## src/rtl/spi_baud_generator_pkg.sv

```systemverilog
// SPI baud generator shared definitions: mode codes, divisor width,
// and the SPPR/SPR divisor helper.
package spi_baud_generator_pkg;

  localparam logic [1:0] SPI_RUN  = 2'b00;
  localparam logic [1:0] SPI_WAIT = 2'b01;
  localparam logic [1:0] SPI_STOP = 2'b10;

  localparam int SEL_W = 3;
  localparam int DIV_W = 12;

  // div = (sppr+1) << (spr+1); the shift amount is widened so that
  // spr=7 does not wrap back to a shift of 0.
  function automatic logic [DIV_W-1:0] calc_div(
    input logic [SEL_W-1:0] sppr,
    input logic [SEL_W-1:0] spr
  );
    logic [DIV_W-1:0] base;
    logic [SEL_W:0]   sh;
    base = DIV_W'(sppr) + DIV_W'(1);
    sh   = {1'b0, spr} + (SEL_W+1)'(1);
    return base << sh;
  endfunction

endpackage

```

## src/rtl/spi_baud_generator_if.sv

```systemverilog
// Control/status bundle between the SPI controller (master) and the
// baud generator (slave): mode, prescaler, CPOL/CPHA, ss in; SCLK, flags out.
interface spi_baud_generator_if #(
  parameter int SPPR_W = 3,
  parameter int SPR_W  = 3,
  parameter int DIV_W  = 12
);
  import spi_baud_generator_pkg::*;

  logic [1:0]        spi_mode;
  logic              spiswai;
  logic [SPPR_W-1:0] sppr;
  logic [SPR_W-1:0]  spr;
  logic              cpol;
  logic              cpha;
  logic              ss;
  logic              sclk;
  logic [DIV_W-1:0]  baud_rate_divisor;
  logic              flag_low;
  logic              flag_high;
  logic              flags_low;
  logic              flags_high;

  modport master (
    output spi_mode, spiswai, sppr, spr,
    output cpol, cpha, ss,
    input  sclk, baud_rate_divisor,
    input  flag_low, flag_high,
    input  flags_low, flags_high
  );

  modport slave (
    input  spi_mode, spiswai, sppr, spr,
    input  cpol, cpha, ss,
    output sclk, baud_rate_divisor,
    output flag_low, flag_high,
    output flags_low, flags_high
  );

endinterface

```

## src/rtl/spi_baud_generator.sv

```systemverilog
// SCLK generator: half-period counter plus lead/trail edge FSM.
// Ports: PCLK, PRESETn (async low), bus (slave side of the SPI bundle).
module spi_baud_generator #(
  parameter int SPPR_W = 3,
  parameter int SPR_W  = 3,
  parameter int DIV_W  = 12
) (
  input logic                 PCLK,
  input logic                 PRESETn,
  spi_baud_generator_if.slave bus
);
  import spi_baud_generator_pkg::*;

  localparam int CW = DIV_W - 1;

  localparam logic [1:0] IDLE         = 2'd0;
  localparam logic [1:0] ACTIVE_LEAD  = 2'd1;
  localparam logic [1:0] ACTIVE_TRAIL = 2'd2;

  logic [SPPR_W-1:0] sppr_c;
  logic [SPR_W-1:0]  spr_c;
  logic [DIV_W-1:0]  div_c;

  logic [1:0]       state_q;
  logic [1:0]       nxt_state;
  logic [CW-1:0]    cnt_q;
  logic [CW-1:0]    nxt_cnt;
  logic [DIV_W-1:0] div_q;
  logic [DIV_W-1:0] half_w;
  logic [DIV_W-1:0] hm1;
  logic [DIV_W-1:0] hm2;
  logic             cpol_q;
  logic             cpha_q;
  logic             sclk_q;
  logic             fl_q;
  logic             fh_q;
  logic             fsl_q;
  logic             fsh_q;

  logic mode_ok;
  logic active;
  logic wrap;
  logic tgl;
  logic fire;
  logic warn;
  logic smp;

  assign sppr_c = bus.sppr;
  assign spr_c  = bus.spr;
  assign div_c  = calc_div(sppr_c, spr_c);

  always_comb begin
    mode_ok = 1'b0;
    unique case (1'b1)
      (bus.spi_mode == SPI_RUN):  mode_ok = 1'b1;
      (bus.spi_mode == SPI_WAIT): mode_ok = !bus.spiswai;
      default:                    mode_ok = 1'b0;
    endcase
  end

  assign active = !bus.ss && mode_ok;

  // Arithmetic kept at DIV_W so half=1024 and half-2 both fit.
  assign half_w = div_q >> 1;
  assign hm1    = half_w - DIV_W'(1);
  assign hm2    = half_w - DIV_W'(2);
  assign wrap   = ({1'b0, cnt_q} == hm1);

  always_comb begin
    nxt_state = IDLE;
    nxt_cnt   = '0;
    tgl       = 1'b0;
    if (active) begin
      unique case (state_q)
        ACTIVE_LEAD, ACTIVE_TRAIL: begin
          if (wrap) begin
            tgl       = 1'b1;
            nxt_state = (state_q == ACTIVE_LEAD)
                      ? ACTIVE_TRAIL : ACTIVE_LEAD;
          end else begin
            nxt_cnt   = cnt_q + CW'(1);
            nxt_state = state_q;
          end
        end
        default: nxt_state = ACTIVE_LEAD;
      endcase
    end
  end

  // Flags are registered from the next count/state so that they are
  // high during the cycle in which the count sits at half-1 / half-2.
  assign fire = ({1'b0, nxt_cnt} == hm1);
  assign warn = (half_w == DIV_W'(1))
              ? fire : ({1'b0, nxt_cnt} == hm2);
  assign smp  = (nxt_state == ACTIVE_LEAD) ^ cpha_q;

  always_ff @(posedge PCLK or negedge PRESETn) begin
    if (!PRESETn) begin
      state_q <= IDLE;
      cnt_q   <= '0;
      div_q   <= DIV_W'(2);
      cpol_q  <= 1'b0;
      cpha_q  <= 1'b0;
      sclk_q  <= 1'b0;
      fl_q    <= 1'b0;
      fh_q    <= 1'b0;
      fsl_q   <= 1'b0;
      fsh_q   <= 1'b0;
    end else begin
      state_q <= nxt_state;
      cnt_q   <= nxt_cnt;
      fsh_q   <= active && fire && smp;
      fsl_q   <= active && fire && !smp;
      fh_q    <= active && warn && smp;
      fl_q    <= active && warn && !smp;
      if (!active) begin
        cpol_q <= bus.cpol;
        cpha_q <= bus.cpha;
        div_q  <= div_c;
        sclk_q <= cpol_q;
      end else if (state_q == IDLE) begin
        sclk_q <= cpol_q;
      end else if (tgl) begin
        sclk_q <= ~sclk_q;
      end
    end
  end

  assign bus.sclk              = sclk_q;
  assign bus.baud_rate_divisor = div_q;
  assign bus.flag_low          = fl_q;
  assign bus.flag_high         = fh_q;
  assign bus.flags_low         = fsl_q;
  assign bus.flags_high        = fsh_q;

endmodule

```

## src/flat_wrapper.sv

```systemverilog
// flat-port wrapper written by rule: the top's interface ports become plain ports
module spi_baud_generator_flat import spi_baud_generator_pkg::*;
#(
  parameter int SPPR_W = 3,
  parameter int SPR_W  = 3,
  parameter int DIV_W  = 12
)
  (PCLK, PRESETn, bus_spi_mode, bus_spiswai, bus_sppr, bus_spr, bus_cpol, bus_cpha, bus_ss, bus_sclk, bus_baud_rate_divisor, bus_flag_low, bus_flag_high, bus_flags_low, bus_flags_high);
  spi_baud_generator_if #(.SPPR_W(SPPR_W), .SPR_W(SPR_W), .DIV_W(DIV_W)) bus_i ();
  input logic PCLK;
  input logic PRESETn;
  input wire logic [$bits(bus_i.spi_mode)-1:0] bus_spi_mode;
  input wire logic [$bits(bus_i.spiswai)-1:0] bus_spiswai;
  input wire logic [$bits(bus_i.sppr)-1:0] bus_sppr;
  input wire logic [$bits(bus_i.spr)-1:0] bus_spr;
  input wire logic [$bits(bus_i.cpol)-1:0] bus_cpol;
  input wire logic [$bits(bus_i.cpha)-1:0] bus_cpha;
  input wire logic [$bits(bus_i.ss)-1:0] bus_ss;
  output wire logic [$bits(bus_i.sclk)-1:0] bus_sclk;
  output wire logic [$bits(bus_i.baud_rate_divisor)-1:0] bus_baud_rate_divisor;
  output wire logic [$bits(bus_i.flag_low)-1:0] bus_flag_low;
  output wire logic [$bits(bus_i.flag_high)-1:0] bus_flag_high;
  output wire logic [$bits(bus_i.flags_low)-1:0] bus_flags_low;
  output wire logic [$bits(bus_i.flags_high)-1:0] bus_flags_high;
  assign bus_i.spi_mode = bus_spi_mode;
  assign bus_i.spiswai = bus_spiswai;
  assign bus_i.sppr = bus_sppr;
  assign bus_i.spr = bus_spr;
  assign bus_i.cpol = bus_cpol;
  assign bus_i.cpha = bus_cpha;
  assign bus_i.ss = bus_ss;
  assign bus_sclk = bus_i.sclk;
  assign bus_baud_rate_divisor = bus_i.baud_rate_divisor;
  assign bus_flag_low = bus_i.flag_low;
  assign bus_flag_high = bus_i.flag_high;
  assign bus_flags_low = bus_i.flags_low;
  assign bus_flags_high = bus_i.flags_high;
  spi_baud_generator #(.SPPR_W(SPPR_W), .SPR_W(SPR_W), .DIV_W(DIV_W)) u_core (.PCLK(PCLK), .PRESETn(PRESETn), .bus(bus_i));
endmodule
```

## config.mk

```make
export PLATFORM = sky130hd
export DESIGN_NAME = spi_baud_generator_flat
export DESIGN_NICKNAME = d
export VERILOG_FILES = /design/src/rtl/spi_baud_generator_pkg.sv /design/src/rtl/spi_baud_generator_if.sv /design/src/rtl/spi_baud_generator.sv /design/src/flat_wrapper.sv
export SDC_FILE = /design/constraint.sdc
export NUM_CORES = 1
export LEC_CHECK = 0
export BUFFER_PORTS_ARGS = -buffer_cell sky130_fd_sc_hd__buf_2
export CORE_MARGIN = 2
export CORE_UTILIZATION = 35
export CTS_CLUSTER_SIZE = 30
export DETAILED_ROUTE_END_ITERATION = 8
export PLACE_DENSITY = 0.65
export SLEW_MARGIN = 20
export SYNTH_ARGS = -nofsm -noshare
export SYNTH_HDL_FRONTEND = slang
export SYNTH_SLANG_ARGS = --single-unit
export TNS_END_PERCENT = 100
```

## constraint.sdc

```tcl
create_clock -name PCLK -period 3.4 [get_ports PCLK]
set_input_delay 0.34 -clock PCLK [delete_from_list [all_inputs] [get_ports PCLK]]
set_output_delay 0.34 -clock PCLK [all_outputs]
set_load 0.005 [all_outputs]
```

==> impl_metrics.env, run 1 <==
export IMPL_status="completed"
export IMPL_synth_distinct_cells=63
export IMPL_clk_latency_ns=0.30
export IMPL_required_ns=3.62
export IMPL_cp_slowest_cell="or4b_4"
export IMPL_start_util_pct=35.47
export IMPL_min_path_type="primary input to asynchronous set/reset pin"
export IMPL_fmax_mhz=308.9
export IMPL_synth_xor_area_share_pct=18.53
export IMPL_grt_pass1_wl_mm=13.59
export IMPL_arrival_ns=3.46
export IMPL_ir_drop_uv=178.1
export IMPL_clock_root_buffer="clkbuf_8"
export IMPL_grt_max_degree=33
export IMPL_die_area_mm2=0.008941
export IMPL_async_flop_share_pct=100.0
export IMPL_num_nets_final=403
export IMPL_worst_slew_pin_slew_ns=0.7419
export IMPL_synth_compound_area_share_pct=18.61
export IMPL_ys_ff_latch=32
export IMPL_switching_share_pct=36.99
export IMPL_synth_area_mm2=0.002870
export IMPL_fp_dieH_um=94.56
export IMPL_endpoint_kind="register"
export IMPL_pin_count=31
export IMPL_layout_cells_non_filler=487
export IMPL_setup_viol=0
export IMPL_die_w_um=94.56
export IMPL_routed_via_count=2698
export IMPL_crit_path_cell_trace="inv_2, ha_1, or4b_4, or4b_4, o311ai_2, and3_4, buf_6, a211oi_4, xnor2_1, a2111oi_4, o2111ai_2, a21oi_1"
export IMPL_drt_total_wl_mm=8.328
export IMPL_yosys_warnings=0
export IMPL_fin_tns_setup_ns=0
export IMPL_antenna_found_initial=0
export IMPL_maxSlewViolCount=0
export IMPL_syn_avg_cell_area_um2=8.542
export IMPL_grt_overflow=0
export IMPL_dr_first_iter_drc_count=174
export IMPL_fillers=804
export IMPL_p_per_area_mw_per_mm2=396.1
export IMPL_drive_above_1_share_pct=24.08
export IMPL_place_ws_ns=0.1284
export IMPL_grt_pass1_vias=2607
export IMPL_synth_nets=358
export IMPL_area_growth_pct=21.27
export IMPL_skew_ns=0.01320
export IMPL_ys_top_cells_by_area="dfrtp_1 27%, xnor2_1 9.8%, xor2_1 6.4%, nand2_1 5.0%, nor2_1 3.9%"
export IMPL_criticalPathCategory="register to register"
export IMPL_rows=33
export IMPL_cp_max_fo=4
export IMPL_dp_cells=476
export IMPL_clkPwrFrac_pct=27.5
export IMPL_gp_congestion=0.9519
export IMPL_p_sw_mw=0.5100
export IMPL_synthAdderAreaFrac_pct=3.487
export IMPL_coreArea_mm2=0.008093
export IMPL_place_hpwl_mm=6.313
export IMPL_cts_buffer_depth=2
export IMPL_p_leak_nw=1.422
export IMPL_synth_top_area_share_pct=27.03
export IMPL_power_internal_mw=0.8688
export IMPL_synthCells=336
export IMPL_max_stage_delay_ns=0.55
export IMPL_synth_flop_cell="dfrtp_1"
export IMPL_firstDrtPassIters=4
export IMPL_ant_nets=0
export IMPL_synth_edf_count=0
export IMPL_relSlewSlack_pct=49.26
export IMPL_yosys_area_top_type="dfrtp_1"
export IMPL_synth_area_mux_share_pct=2.528
export IMPL_synth_simple_gate_area_share_pct=24.41
export IMPL_drc=0
export IMPL_finalPower_mw=1.379
export IMPL_cts_sinks=32
export IMPL_pwr_share_comb_pct=42.6
export IMPL_worst_slack_ns=0.1626
export IMPL_wl_per_cell_um=17.10
export IMPL_hold_viol=0
export IMPL_finalCritPeriodShare_pct=95.22
export IMPL_clk_pin_slew_worst_paths_ns=0.08
export IMPL_cts_buffers=5
export IMPL_p_seq_share_pct=29.9
export IMPL_htreeDepth=2
export IMPL_worst_path_most_repeated_cell="or4b_4"
export IMPL_start_kind="register"
export IMPL_synth_seq_area_share_pct=27.94
export IMPL_numPortBuffers=30
export IMPL_grtUsageTotal_pct=19.85
export IMPL_cts_tree="built"
export IMPL_min_period_ns=3.237
export IMPL_drv_cap=0
export IMPL_rsz0062_at_grt="yes"
export IMPL_antenna_cells=0
export IMPL_avgViaCountPerCell=5.540
export IMPL_synth_top_family_by_area="simple AND/OR/NAND/NOR gates"
-- worst paths after layout --
check	from	end	slack (ns)	cells after the start
setup / recovery	u_core.bus.baud_rate_divisor[2]	u_core.bus.flag_high	0.16	12
hold / removal	PRESETn	u_core.cnt_q[8]	0.1	1
setup reg to reg	u_core.bus.baud_rate_divisor[2]	u_core.bus.flag_high	0.16	12
hold reg to reg	u_core.cpol_q	u_core.cpol_q	0.48	2
max in group asynchronous	PRESETn	u_core.cnt_q[2]	2.84	1
min in group PCLK	bus_cpha	u_core.cpha_q	0.24	3
-- logic make-up after synthesis --
kind of cell	Yosys count
and+or+nand+nor	130
AOI/OAI and AO/OA	73
xor gates and xnor gates	56
DFF	32
buffers and inverters	30
adders and majority gates	8
muxes	7
-- stage by stage --
step	instance area [um2]	utilization [%]	hold WS (ns)
6_report	3481	43.01	0.09684
5_1_grt	3481	43.01	0.1637
4_1_cts	3373	41.68	0.1284
3_5_place_dp	3262	40.31	0.4473
3_3_place_gp	3262	40.31	0.4457
2_1_floorplan	2870	-	0.04441
-- cell type report --
| cell class | instances | area, um2 | area share [%] |
|---|---|---|---|
| multi-input cells | 274 | 2026 | 58.20 |
| flip-flops and latches | 32 | 802.0 | 23.04 |
| repair buffers | 57 | 369.1 | 10.60 |
| well taps | 105 | 131.4 | 3.774 |
| clock buffers | 5 | 68.82 | 1.977 |
| clock inverters | 3 | 42.54 | 1.222 |
| inverters | 11 | 41.29 | 1.186 |
-- power by group through the flow --
stage	clock, mW	combinational, mW	sequential [mW]
finish	0.379	0.588	0.412
floorplan	0	0.386	0.420
global route	0.402	0.643	0.416
global placement	0	0.539	0.420
detailed placement	0	0.544	0.420
CTS	0.383	0.550	0.412
-- flip-flops by register name (all words and copies together), names as in the netlist --
name and flops:
u_core.bus.flag_low 1, u_core.cpha_q 1, u_core.bus.flag_high 1, u_core.state_q 2, u_core.cnt_q 11, u_core.bus.baud_rate_divisor 12, u_core.bus.sclk 1, u_core.bus.flags_low 1
u_core.bus.flags_high 1, u_core.cpol_q 1
-- cells in the mapped netlist, drive strengths merged (8+ instances only) --
cell and instances:
xor2 21, nor2 31, nand2 38, buf 10, xnor2 32, inv 10, ha 8, dfrtp 31
o21ai 9, nor3 8, a21oi 18, clkbuf 9, nand3 10
-- per-layer routing --
layer  wire length (um)  vias up  track usage (%)
met5                  0        -                0
met2               3926       90            32.20
met4                241        0            8.937
met3                491       19            3.033
li1                   -     1303                -
met1               3669     1286            26.12
-- placed cells by master (no fill, tap or decap), types with 5 or more instances in the layout --
cell type and count:
mux2i_1 5, o31ai_1 7, xnor2_1 32, nor3_1 7, clkbuf_8 5, xor2_1 21, nand3_1 9, buf_4 25
o21a_1 6, ha_1 8, dfrtp_1 31, o221ai_1 6, o21ai_0 6, nand2_1 38, buf_2 30, a21oi_1 18
inv_1 8, nor2_1 30, nor4_1 7
-- worst max-delay path: cells and delay by family, from the launching register on --
kind | cells | cell delay (ns)
and+or+nand+nor | 3 | 1.29
AOI/OAI and AO/OA | 5 | 0.93
DFF | 1 | 0.39
buffers and inverters | 2 | 0.21
xor gates and xnor gates | 1 | 0.18
adders and majority gates | 1 | 0.15
-- what timing repair did --
item                                    CTS  global route
hold buffers                              0             0
setup buffers                             0             3
endpoints found under the setup margin    0             4
resized for setup                         0            15
Note: power is estimated with default switching activity, not from simulation.
==> inputs of run 2 (changes only) <==
--- a/config.mk
+++ b/config.mk
@@ -5,6 +5,7 @@
 export SDC_FILE = /design/constraint.sdc
 export NUM_CORES = 1
 export LEC_CHECK = 0
+export ABC_AREA = 1
 export BUFFER_PORTS_ARGS = -buffer_cell sky130_fd_sc_hd__buf_2
 export CORE_MARGIN = 2
 export CORE_UTILIZATION = 35
==> impl_metrics.env, run 2 <==
export IMPL_status="completed"
export IMPL_maxSlewViolCount=0
export IMPL_ys_ff_latch=32
export IMPL_layout_cells_non_filler=614
export IMPL_multi_input_area_mm2=0.001833
export IMPL_dpl_cell_area_mm2=0.003207
export IMPL_regArea_um2=802.0
export IMPL_p_per_area_mw_per_mm2=412.3
export IMPL_final_common_cell="nand2_1"
export IMPL_antenna_found_initial=0
export IMPL_cp_max_fo=8
export IMPL_avgViaCountPerCell=4.951
export IMPL_gp_congestion=0.9448
export IMPL_num_nets_final=530
export IMPL_grt_pass1_wl_mm=13.48
export IMPL_wl_per_cell_um=13.23
export IMPL_required_ns=3.62
export IMPL_clk_pin_slew_worst_paths_ns=0.07
export IMPL_yosys_warnings=0
export IMPL_drive_above_1_share_pct=16.50
export IMPL_criticalPathCategory="register to register"
export IMPL_firstDrtPassIters=4
export IMPL_cts_buffers=5
export IMPL_clock_root_buffer="clkbuf_8"
export IMPL_ff2ff_setup_slack_ns=0.40
export IMPL_grt_max_degree=33
export IMPL_area_growth_pct=13.82
export IMPL_worst_path_buf_inv=2
export IMPL_async_flop_share_pct=100.0
export IMPL_die_w_um=96.13
export IMPL_htreeDepth=2
export IMPL_clk_latency_ns=0.29
export IMPL_r2r_cells=21
export IMPL_critical_path_top_delay_family="simple AND/OR/NAND/NOR gates"
export IMPL_synth_distinct_cells=36
export IMPL_final_util_pct=41.15
export IMPL_dp_cells=601
export IMPL_synth_area_mm2=0.002970
export IMPL_drc=0
export IMPL_cp_slowest_cell="dfstp_2"
export IMPL_synth_nets=495
export IMPL_grtUsageTotal_pct=18.98
export IMPL_yosys_area_top_type="dfrtp_1"
export IMPL_finalCritPeriodShare_pct=88.32
export IMPL_worst_path_most_repeated_cell="nand2_1"
export IMPL_crit_path_cell_trace="inv_2, ha_2, nor2_1, nor2_1, nand2_1, nor2_1, nand2_1, nor2_1, nand2_1, nor2_2, nand3_4, buf_4, nand2_1, nand2_1, nand2_1, nand2_1, nor2_1, nand3_1, nand2_1, nand3_1, nor2_1"
export IMPL_fin_tns_setup_ns=0
export IMPL_grt_overflow=0
export IMPL_min_period_ns=3.003
export IMPL_syn_avg_cell_area_um2=6.280
export IMPL_rows=33
export IMPL_cts_sinks=32
export IMPL_fmax_mhz=333.0
export IMPL_drv_cap=0
export IMPL_max_stage_delay_ns=0.62
export IMPL_cts_tree="built"
export IMPL_p_leak_nw=1.838
export IMPL_skew_ns=0.004153
export IMPL_synthCells=473
export IMPL_crit_cells=21
export IMPL_synth_flop_cell="dfrtp_1"
export IMPL_ys_top_cells_by_area="dfrtp_1 26%, nand2_1 18%, inv_1 9.6%, nand3_1 9.4%, nor2_1 6.3%"
export IMPL_synth_top_area_share_pct=26.12
export IMPL_start_kind="register"
export IMPL_relSlewSlack_pct=51.38
export IMPL_die_area_mm2=0.009240
export IMPL_place_hpwl_mm=6.531
export IMPL_grt_pass1_vias=2836
export IMPL_min_path_type="primary input to asynchronous set/reset pin"
export IMPL_ys_top_cells_by_count="145 x nand2_1, 76 x inv_1, 56 x nand3_1, 50 x nor2_1, 31 x dfrtp_1"
export IMPL_worst_slew_pin_slew_ns=0.7293
export IMPL_start_util_pct=36.15
export IMPL_synth_seq_area_share_pct=27.00
export IMPL_arrival_ns=3.23
export IMPL_fillers=871
export IMPL_fp_dieH_um=96.13
export IMPL_drt_total_wl_mm=8.126
export IMPL_rsz0062_at_grt="no"
export IMPL_place_ws_ns=0.1658
export IMPL_largest_register_ffs=12
export IMPL_routed_via_count=3040
export IMPL_numPortBuffers=30
export IMPL_ir_drop_uv=164.7
export IMPL_dr_first_iter_drc_count=156
export IMPL_setup_viol=0
export IMPL_final_area_mm2=0.003381
export IMPL_hold_viol=0
export IMPL_worst_slack_ns=0.3971
export IMPL_yosysMostFrequentCell="nand2_1"
export IMPL_synth_edf_count=0
export IMPL_ant_nets=0
export IMPL_coreArea_mm2=0.008217
export IMPL_endpoint_kind="register"
export IMPL_antenna_cells=0
export IMPL_final_cell_mix="145 x nand2_1, 75 x inv_1, 56 x nand3_1"
export IMPL_pin_count=31
export IMPL_cts_buffer_depth=2
==> run 2: cell types whose count changed in the layout (fill, tap and decap cells not counted), moves of 16 or more <==
cell / before / now
inv_1: 8 / 75
xnor2_1: 32 / 4
nand2_1: 38 / 145
buf_4: 25 / 6
nand3_1: 9 / 56
a21oi_1: 18 / 2
nor2_1: 30 / 50
==> run 2: cell type report <==
| type | instances | share of cell area, % |
|---|---|---|
| multi-input combinational | 351 | 54.22 |
| timing repair buffer | 36 | 5.773 |
| inverter | 82 | 9.104 |
| tap | 105 | 3.886 |
| clock inverter | 3 | 1.258 |
| clock buffer | 5 | 2.036 |
| sequential | 32 | 23.72 |
==> run 2: layer usage <==
layer / global-route usage, % / vias up / wire, um
met5: 0 / - / 0
met4: 8.571 / 0 / 264
met3: 2.193 / 18 / 370
met2: 31.13 / 97 / 3712
met1: 24.92 / 1372 / 3779
li1: - / 1553 / -
==> run 2: power by group <==
part | internal (mW) | leakage (nW) | switching, mW
clock network | 0.217 | 0.0541 | 0.151
registers | 0.400 | 0.428 | 0.0381
logic | 0.205 | 1.36 | 0.382
total | 0.822 | 1.84 | 0.572
==> run 2: worst paths after layout <==
check / start / end
max reg2reg: u_core.bus.baud_rate_divisor[1] / u_core.bus.flag_low
min: PRESETn / u_core.cnt_q[4]
max: u_core.bus.baud_rate_divisor[1] / u_core.bus.flag_low
min in group PCLK: bus_cpol / u_core.cpol_q
max in group asynchronous: PRESETn / u_core.cnt_q[9]
min reg2reg: u_core.bus.baud_rate_divisor[0] / u_core.bus.baud_rate_divisor[0]
==> run 2: through the flow <==
stage	hold slack [ns]	power (mW)
floorplan	0.04441	0.8713
global placement	0.4435	1.009
detailed placement	0.4456	1.011
CTS	0.1332	1.385
global route	0.1722	1.505
finish	0.1065	1.394
==> run 2: timing repair <==
action | CTS | global route
resized for setup | 0 | 5
endpoints found under the setup margin | 0 | 4
setup buffers | 0 | 4
hold buffers | 0 | 0
==> run 2: logic make-up (layout without fill, tap and decap cells) <==
group                      Yosys count  after routing  synth area share [%]
AOI/OAI and AO/OA                   30             30                 6.150
xor gates and xnor gates            14             14                 4.128
adders and majority gates            8              8                 3.370
buffers and inverters               91            126                 12.38
DFF                                 32             32                 27.00
muxes                                2              2                0.6740
and+or+nand+nor                    296            297                 46.29
==> run 2: worst reg2reg max path, stage by stage, from the launching register on <==
cell and delay, ns:
dfstp_2 0.62, inv_2 0.10, ha_2 0.37, nor2_1 0.05, nor2_1 0.10, nand2_1 0.05
nor2_1 0.14, nand2_1 0.06, nor2_1 0.09, nand2_1 0.07, nor2_2 0.24, nand3_4 0.15
buf_4 0.17, nand2_1 0.08, nand2_1 0.06, nand2_1 0.06, nand2_1 0.05, nor2_1 0.14
nand3_1 0.09, nand2_1 0.06, nand3_1 0.09, nor2_1 0.09
